**src/rtl/pipe_share_arb_if.sv**
```systemverilog
// rtl/pipe_share_arb_if.sv - requester, shared-pipeline and result signals of pipe_share_arb
interface pipe_share_arb_if #(
    parameter int width  = 8,
    parameter int numReq = 4,
    parameter int tagW   = 2
);
    logic [numReq-1:0]       req_valid;
    logic [numReq*width-1:0] req_data;
    logic [numReq-1:0]       req_ready;
    logic                    pipe_ce;
    logic [width-1:0]        pipe_din;
    logic [width-1:0]        pipe_dout;
    logic                    out_valid;
    logic [width-1:0]        out_data;
    logic [tagW-1:0]         out_tag;
    logic                    out_ready;

    modport master (
        input  req_valid, req_data, pipe_dout, out_ready,
        output req_ready, pipe_ce, pipe_din, out_valid, out_data, out_tag
    );

    modport slave (
        output req_valid, req_data, pipe_dout, out_ready,
        input  req_ready, pipe_ce, pipe_din, out_valid, out_data, out_tag
    );
endinterface

```
**src/rtl/pipe_share_arb.sv**
```systemverilog
// rtl/pipe_share_arb.sv - round-robin sharing of one ce-stalled pipeline among numReq requesters
module pipe_share_arb #(
    parameter int width        = 8,
    parameter int numPipeStage = 3,
    parameter int numReq       = 4,
    parameter int tagW         = 2,
    parameter int occW         = 2
) (
    input  logic                clk,
    input  logic                rst,
    input  logic                flush,
    pipe_share_arb_if.master    bus,
    output logic [occW-1:0]     occupancy,
    output logic                busy
);
    localparam int LAST = numPipeStage - 1;

    logic [numPipeStage-1:0]           vld_q, vld_d;
    logic [numPipeStage-1:0][tagW-1:0] tag_q, tag_d;
    logic [tagW-1:0]                   rr_ptr_q, rr_ptr_d;
    logic [occW-1:0]                   occ_q, occ_d;

    logic            grant_any;
    logic [tagW-1:0] grant_idx;
    logic [tagW-1:0] cand_idx;
    logic            xfer;
    int              cand;

    assign bus.out_valid = vld_q[LAST];
    assign bus.out_tag   = tag_q[LAST];
    assign bus.out_data  = bus.pipe_dout;
    assign occupancy     = occ_q;
    assign busy          = (occ_q != '0);
    assign xfer          = vld_q[LAST] & bus.out_ready;

    // Search starts at rr_ptr and wraps explicitly, so non power-of-2 numReq stays in range.
    always_comb begin
        bus.pipe_ce   = ~(vld_q[LAST] & ~bus.out_ready) & ~rst;
        grant_any     = 1'b0;
        grant_idx     = '0;
        cand          = 0;
        cand_idx      = '0;
        bus.req_ready = '0;
        bus.pipe_din  = '0;
        if (bus.pipe_ce && !flush) begin
            for (int off = 0; off < numReq; off++) begin
                cand = int'(rr_ptr_q) + off;
                if (cand >= numReq) begin
                    cand = cand - numReq;
                end
                cand_idx = tagW'(cand);
                if (!grant_any && bus.req_valid[cand_idx]) begin
                    grant_any = 1'b1;
                    grant_idx = cand_idx;
                end
            end
        end
        for (int i = 0; i < numReq; i++) begin
            if (grant_any && grant_idx == tagW'(i)) begin
                bus.req_ready[i] = 1'b1;
                bus.pipe_din     = bus.req_data[i*width +: width];
            end
        end
    end

    always_comb begin
        vld_d    = vld_q;
        tag_d    = tag_q;
        rr_ptr_d = rr_ptr_q;
        occ_d    = occ_q;
        if (flush) begin
            vld_d = '0;
            occ_d = '0;
        end else if (bus.pipe_ce) begin
            vld_d[0] = grant_any;
            tag_d[0] = grant_any ? grant_idx : '0;
            for (int k = 1; k < numPipeStage; k++) begin
                vld_d[k] = vld_q[k-1];
                tag_d[k] = tag_q[k-1];
            end
            if (grant_any) begin
                rr_ptr_d = (grant_idx == tagW'(numReq - 1)) ? '0 : grant_idx + 1'b1;
            end
            occ_d = occ_q + occW'(grant_any) - occW'(xfer);
        end
    end

    always_ff @(posedge clk) begin
        if (rst) begin
            vld_q    <= '0;
            tag_q    <= '0;
            rr_ptr_q <= '0;
            occ_q    <= '0;
        end else begin
            vld_q    <= vld_d;
            tag_q    <= tag_d;
            rr_ptr_q <= rr_ptr_d;
            occ_q    <= occ_d;
        end
    end
endmodule

```
**src/flat_wrapper.sv**
```systemverilog
// flat-port wrapper written by rule: the top's interface ports become plain ports
module pipe_share_arb_flat 
#(
    parameter int width        = 8,
    parameter int numPipeStage = 3,
    parameter int numReq       = 4,
    parameter int tagW         = 2,
    parameter int occW         = 2
)
  (clk, rst, flush, occupancy, busy, bus_req_valid, bus_req_data, bus_pipe_dout, bus_out_ready, bus_req_ready, bus_pipe_ce, bus_pipe_din, bus_out_valid, bus_out_data, bus_out_tag);
  pipe_share_arb_if #(.width(width), .numReq(numReq), .tagW(tagW)) bus_i ();
  input  logic clk;
  input  logic rst;
  input  logic flush;
  output logic [occW-1:0] occupancy;
  output logic busy;
  input wire logic [$bits(bus_i.req_valid)-1:0] bus_req_valid;
  input wire logic [$bits(bus_i.req_data)-1:0] bus_req_data;
  input wire logic [$bits(bus_i.pipe_dout)-1:0] bus_pipe_dout;
  input wire logic [$bits(bus_i.out_ready)-1:0] bus_out_ready;
  output wire logic [$bits(bus_i.req_ready)-1:0] bus_req_ready;
  output wire logic [$bits(bus_i.pipe_ce)-1:0] bus_pipe_ce;
  output wire logic [$bits(bus_i.pipe_din)-1:0] bus_pipe_din;
  output wire logic [$bits(bus_i.out_valid)-1:0] bus_out_valid;
  output wire logic [$bits(bus_i.out_data)-1:0] bus_out_data;
  output wire logic [$bits(bus_i.out_tag)-1:0] bus_out_tag;
  assign bus_i.req_valid = bus_req_valid;
  assign bus_i.req_data = bus_req_data;
  assign bus_i.pipe_dout = bus_pipe_dout;
  assign bus_i.out_ready = bus_out_ready;
  assign bus_req_ready = bus_i.req_ready;
  assign bus_pipe_ce = bus_i.pipe_ce;
  assign bus_pipe_din = bus_i.pipe_din;
  assign bus_out_valid = bus_i.out_valid;
  assign bus_out_data = bus_i.out_data;
  assign bus_out_tag = bus_i.out_tag;
  pipe_share_arb #(.width(width), .numPipeStage(numPipeStage), .numReq(numReq), .tagW(tagW), .occW(occW)) u_core (.clk(clk), .rst(rst), .flush(flush), .bus(bus_i), .occupancy(occupancy), .busy(busy));
endmodule
```
**config.mk**
```make
export PLATFORM = sky130hd
export DESIGN_NAME = pipe_share_arb_flat
export DESIGN_NICKNAME = d
export VERILOG_FILES = /design/src/rtl/pipe_share_arb_if.sv /design/src/rtl/pipe_share_arb.sv /design/src/flat_wrapper.sv
export SDC_FILE = /design/constraint.sdc
export NUM_CORES = 1
export LEC_CHECK = 0
export ABC_AREA = 1
export BUFFER_PORTS_ARGS = -buffer_cell sky130_fd_sc_hd__buf_2
export CORE_MARGIN = 2
export CORE_UTILIZATION = 41
export DETAILED_ROUTE_END_ITERATION = 6
export PLACE_DENSITY = 0.77
export RECOVER_POWER = 100
export SLEW_MARGIN = 20
export SYNTH_ARGS = -nofsm -noshare
export SYNTH_HDL_FRONTEND = slang
export SYNTH_SLANG_ARGS = --single-unit
```
**constraint.sdc**
```tcl
create_clock -name clk -period 3.8 [get_ports clk]
set_input_delay 1.14 -clock clk [delete_from_list [all_inputs] [get_ports clk]]
set_output_delay 1.14 -clock clk [all_outputs]
set_load 0.03 [all_outputs]
```
Yosys cells after proc, flatten, opt, wreduce, memory -nomap -nowiden
Cells that the tools add are included.

Add/subtract/negate cells: 10. Multiply operators: 0. Divide/modulo/power cells: 0. Order comparisons: 8. Eq/ne operators: 3. Shift-type cells: 0. Mux-type cells: 39. Bitwise operators: 7. Reduce and logical (&&, ||, !) cells: 17.

Operators with widths (count): $mux W8 (4); $mux W2 (15); $mux W1 (16); $lt A2 B3 Y1 const B (4); $ge A3 B3 Y1 const B (3); $bmux W1 S2 (4); $logic_and A1 B1 Y1 (8); $sub A2 B1 Y2 const B (4); $add A2 B2 Y3 const B (2); $eq A2 B2 Y1 const B (2); $logic_not A1 Y1 (4); $not A1 Y1 (4); $add A2 B1 Y3 const B (1); $and A1 B1 Y1 (3); $ge A2 B3 Y1 const B (1); $reduce_and A3 Y1 (1); $add A2 B1 Y2 (1); $add A2 B1 Y2 const B (1); $eq A2 B1 Y1 const B (1); $logic_not A2 Y1 (1); $reduce_and A2 Y1 (1); $reduce_bool A2 Y1 (1); $reduce_or A2 Y1 (1); $sub A2 B1 Y2 (1).

Bits in registers: 13. Latch bits: 0. Bits in writable memories: 0. Memory bits (read-only): 0. Output and inout port bits: 27. Memories kept: 0.

Logic depth before layout (Yosys ltp)
Word-level depth: 28. Gate-level depth with buffers: 21. Depth with buffers taken out: 19.

Least setup slack after synthesis
Ideal clock, no wire load.

Path type: input to output. Start point: input port bus_req_valid[3]. End point: output port bus_pipe_din[4]. Arrival time: 3.163 ns. Data required time: 2.660 ns. Slack: -0.503 ns. Stages: 17. Buffers on the path: 1. Path through: inv_1 nand2_1 nand3_1 nand2_2 nor2_4 nand3_1 nand2_1 inv_1 nand2_2 buf_4 ha_1 inv_1 nor2_4 nand2_1 nand2_1 nand3_1 a21oi_1.

Cells in the longest elaborated chain, start to end: 22. Elaborated cells between the ends (all ways): 39.

RTL lines: start, declared (line flat_wrapper.sv:17) `input wire logic [$bits(bus_i.req_valid)-1:0] bus_req_valid;`; $bmux W1 S2 (line pipe_share_arb.sv:52) `if (!grant_any && bus.req_valid[cand_idx]) begin`; $mux W1 (not written as such) (line pipe_share_arb.sv:52); $mux W1 (line pipe_share_arb.sv:52); $mux W1 (line pipe_share_arb.sv:45) `if (bus.pipe_ce && !flush) begin`; $logic_not A1 Y1 (line pipe_share_arb.sv:52); $logic_and A1 B1 Y1 (line pipe_share_arb.sv:52); $mux W1 (line pipe_share_arb.sv:52); $mux W1 (line pipe_share_arb.sv:45); [... 4 more ...]; $logic_not A1 Y1 (line pipe_share_arb.sv:52); $logic_and A1 B1 Y1 (line pipe_share_arb.sv:52); $mux W2 (line pipe_share_arb.sv:52); $mux W2 (line pipe_share_arb.sv:45); $logic_not A2 Y1 (line pipe_share_arb.sv:59) `if (grant_any && grant_idx == tagW'(i)) begin`; $logic_and A1 B1 Y1 (line pipe_share_arb.sv:59); $mux W8 (3 in series) (line pipe_share_arb.sv:59); $mux W8 (*) (line pipe_share_arb.sv:59); end, declared (line flat_wrapper.sv:23) `output wire logic [$bits(bus_i.pipe_din)-1:0] bus_pipe_din;`.

Every way passes the cells marked *; elsewhere a longest branch is shown, timed or not. The select of a mux whose other input is x is not followed.

Final worst setup path
Start point: input port bus_req_valid[3]. End point: output port bus_pipe_din[1].

Elaborated cells between the ends (all ways): 39.

RTL lines: $bmux W1 S2 (line pipe_share_arb.sv:52); $mux W1 (not written as such) (line pipe_share_arb.sv:52); $mux W1 (line pipe_share_arb.sv:52); $mux W1 (line pipe_share_arb.sv:45); $logic_not A1 Y1 (line pipe_share_arb.sv:52); $logic_and A1 B1 Y1 (line pipe_share_arb.sv:52); $mux W1 (line pipe_share_arb.sv:52); $mux W1 (line pipe_share_arb.sv:45); [... 4 more ...]; $logic_not A1 Y1 (line pipe_share_arb.sv:52); $logic_and A1 B1 Y1 (line pipe_share_arb.sv:52); $mux W1 (*) (line pipe_share_arb.sv:52); $mux W1 (*) (line pipe_share_arb.sv:45); via u_core.grant_any (line pipe_share_arb.sv:23) `logic grant_any;`; $logic_and A1 B1 Y1 (line pipe_share_arb.sv:59); $mux W8 (3 in series) (line pipe_share_arb.sv:59); $mux W8 (*) (line pipe_share_arb.sv:59).

Mark *: on every way through the listed nets, which the timed path passes. The rest lies on a longest branch. The select of a mux whose other input is x is not followed.

==> flow_metrics.py <==
metrics = {
    "route": {
        "drc": 0,
        "wl_per_cell_um": 11.7,
        "antenna_left": 0,
        "via_count": 1655,
        "wirelength_um": 4070,
        "dr.pass1.iters": 4,
        "via_per_inst": 4.74,
        "drt_iter0_markers": 121,
    },
    "critical_path": {
        "regToRegStartpoint": "u_core.rr_ptr_q[1]",
        "r2r_slack_ps": 1510,
        "r2r_cells": 14,
        "worstReg2RegEnd": "u_core.occupancy[1]",
        "critPathKind": "in -> out",
        "cp-end-kind": "primary output",
        "worstPathRequired_ps": 2660,
        "cp_data_arrival_time_ps": 2880,
        "worstPathMaxFanout": 5,
        "critPathLaunchType": "input port",
        "critPathLaunch": "bus_req_valid[3]",
    },
    "clocking": {
        "clkLatencyLatePin_ps": 270,
        "path_clk_slew_ps": 70,
        "cts_sinks": 13,
        "cts_buffers": 3,
        "h-tree-depth": 1,
        "cts_tree": "done",
        "ctsHoldBuffers": 0,
        "cts_root_buffer": "clkbuf_4",
        "clk_path_buf_depth": 2,
    },
    "synth": {
        "ys_top_cells_by_count": "69 x nand2_1, 34 x inv_1, 31 x nand3_1, 13 x dfxtp_1",
        "synth.net_count": 282,
        "netlist_instances": 230,
        "synth-seq-cells": 13,
        "syn_area_mm2": 0.00138,
        "synth_edf_count": 0,
        "ys.flop_type": "dfxtp_1",
        "syn-mean-instance-area_um2": 6.02,
        "synth_top_area_cell": "dfxtp_1",
        "synth.distinct_cells": 27,
        "ys_warn_count": 0,
        "synth.area.top_cells": "dfxtp_1 19%, nand2_1 19%, nand3_1 11%",
        "synth_top_area_frac": 0.188,
        "yosys.cell_count.top_type": "nand2_1",
        "yosysSeqAreaShare": 0.188,
        "synthArstFlopShare": 0,
    },
    "min_path": {
        "worstHoldStart": "u_core.tag_q[2]",
        "hold_path_class": "reg -> reg",
        "whs_endpoint": "u_core.tag_q[2]",
        "holdPathStages": 2,
    },
    "run_status": {
        "violations": "negative setup slack",
        "run_status": "complete, but fails checks",
    },
    "die": {
        "core_region_area_mm2": 0.00328,
        "die_h_um": 62.1,
        "num_rows": 21,
        "start_util": 0.421,
        "io_pins": 75,
        "die-area_mm2": 0.00386,
        "die_x_um": 62.1,
    },
    "power_and_ir_drop": {
        "sequentialPowerShare": 0.247,
        "p_per_area_mw_per_mm2": 266,
        "cell_internal_pwr_w": 0.000338,
        "power_leakage_nw": 1.21,
        "power_w": 0.000604,
        "combPwrFrac": 0.619,
        "p_sw_w": 0.000265,
        "ir_drop_uv": 228,
        "p_sw_frac": 0.440,
        "clkPwrFrac": 0.135,
    },
    "sta": {
        "finalMaxSlewViolations": 0,
        "post-route-min-period_ps": 4020,
        "rsz0062_at_grt": "yes",
        "timing.fmax_mhz": 249,
        "hold_ws_ps": 450,
        "fin_ws_ps": -223,
        "hold_viol": 0,
        "maxSlewHeadroom": 0.831,
        "fin_crit_sh": 1.06,
        "finalClockSkew_ps": 1.69,
        "worstMarginPinSlew_ps": 253,
        "setup_viol": 9,
    },
    "global_route": {
        "first_global_vias": 1432,
        "grt_max_degree": 14,
        "grt-ovfl-total": 0,
        "grt_usage": 0.187,
        "grt_pass1_wl_um": 5530,
        "antenna_found_initial": 0,
    },
    "job": {
        "max_cap_viol_count": 0,
    },
    "cells_and_area": {
        "antenna_cells": 0,
        "drive_gt1_frac": 0.571,
        "layout.nets": 356,
        "syn2layout_area_growth_pct": 64.3,
    },
    "place": {
        "hpwl_um": 2820,
        "io_buffers": 58,
        "gp_congestion": 0.902,
    },
}
## repair_timing
| item | 4_1_cts | 5_1_grt |
|---|---|---|
| setup buffers | 5 | 2 |
| gates resized for setup | 45 | 37 |
| pin swaps | 15 | 24 |
| endpoints found under the hold margin | 0 | 0 |
| setup endpoints to repair | 10 | 12 |
## per-layer routing
metal,up-vias,share of wire,track usage
met5,-,0,0
met4,0,0.019,0.0821
met3,10,0.054,0.0186
met2,58,0.52,0.342
met1,736,0.41,0.218
li1,851,-,-
## flip-flops by register name (all words and copies together), names as in the netlist
| register | count |
|---|---|
| u_core.bus.out_tag | 2 |
| u_core.tag_q | 4 |
| u_core.occupancy | 2 |
| u_core.vld_q | 3 |
| u_core.rr_ptr_q | 2 |
## power by group through the flow
stage / Sequential (W) / Combinational, W / Clock (W)
4_1_cts: 0.000149 / 0.000329 / 0.0000845
3_3_place_gp: 0.000152 / 0.000284 / 0
3_5_place_dp: 0.000152 / 0.000288 / 0
6_report: 0.000149 / 0.000373 / 0.0000813
5_1_grt: 0.000150 / 0.000405 / 0.0000914
2_1_floorplan: 0.000152 / 0.000228 / 0
## logic make-up after synthesis
kind of cell             count (synthesis)  share of synthesized area
adder cells (fa/ha/maj)                  4                     0.0362
flip-flops                              13                      0.188
buffers and inverters                   58                      0.210
XOR/XNOR                                 1                    0.00633
AO/OA/AOI/OAI                           25                      0.104
AND/OR/NAND/NOR                        129                      0.456
## per-stage QoR
step	utilization	setup TNS [ps]	area, um^2	worst slack (ps)	std cells
after CTS	0.648	-1620	2130	-218	347
after global placement	0.582	-2140	1910	-282	338
final	0.692	-1650	2270	-223	349
after floorplan	-	-861	1550	-130	230
after detailed placement	0.582	-2640	1910	-325	338
after global routing	0.692	-3010	2270	-369	349
## how the worst max path moves through the flow
stage                     slack [ps]              end
after floorplan                 -130  bus_pipe_din[4]
final                           -220  bus_pipe_din[1]
after CTS                       -220  bus_pipe_din[6]
after detailed placement        -320  bus_pipe_din[3]
after global routing            -370  bus_pipe_din[1]
after global placement          -280  bus_pipe_din[3]
## cell usage in the layout, fill, tap and decap left out, types with 2 or more instances in the layout
| cell | Yosys | layout |
|---|---|---|
| nand2_1 | 69 | 41 |
| inv_1 | 34 | 27 |
| buf_2 | 0 | 43 |
| buf_6 | 2 | 16 |
| nand3_2 | 0 | 11 |
| o21ai_0 | 5 | 5 |
| ha_1 | 4 | 2 |
| nor2_4 | 2 | 3 |
| a211oi_1 | 2 | 2 |
| nand3_1 | 31 | 18 |
| nand2_8 | 2 | 3 |
| inv_6 | 2 | 3 |
| nor2_1 | 11 | 4 |
| buf_4 | 12 | 21 |
| nand2_4 | 2 | 13 |
| ha_4 | 0 | 2 |
| o21bai_1 | 3 | 3 |
| a21oi_1 | 12 | 8 |
| a21oi_4 | 0 | 4 |
| nand3_4 | 0 | 2 |
| clkbuf_1 | 0 | 3 |
| inv_2 | 6 | 5 |
| dfxtp_1 | 13 | 13 |
| nand2_2 | 6 | 22 |
| inv_4 | 1 | 7 |
| nor2_2 | 2 | 8 |
| or2_2 | 2 | 2 |
| clkbuf_4 | 0 | 3 |
## worst max-delay path: stages
cell and delay [ps]:
buf_8 100, inv_4 50, nand2_2 60, nand3_2 80, nand2_2 80, nor2_4 160, nand3b_4 120, nand2_8 90
inv_6 40, nand2_8 50, ha_4 120, inv_2 40, nor2_4 150, inv_2 100, nor2_2 80, nand2_1 50
nand3_1 90, nand2_2 90, nand2_4 60, buf_6 120
## layout make-up
cell class / instances / area, um^2
clock buffer: 4 / 26.3
fill: 245 / 1010
inverter: 44 / 205
multi-input combinational: 159 / 1150
sequential: 13 / 260
tap: 46 / 57.6
timing repair buffer: 83 / 576
(Power assumes the default switching activity.)
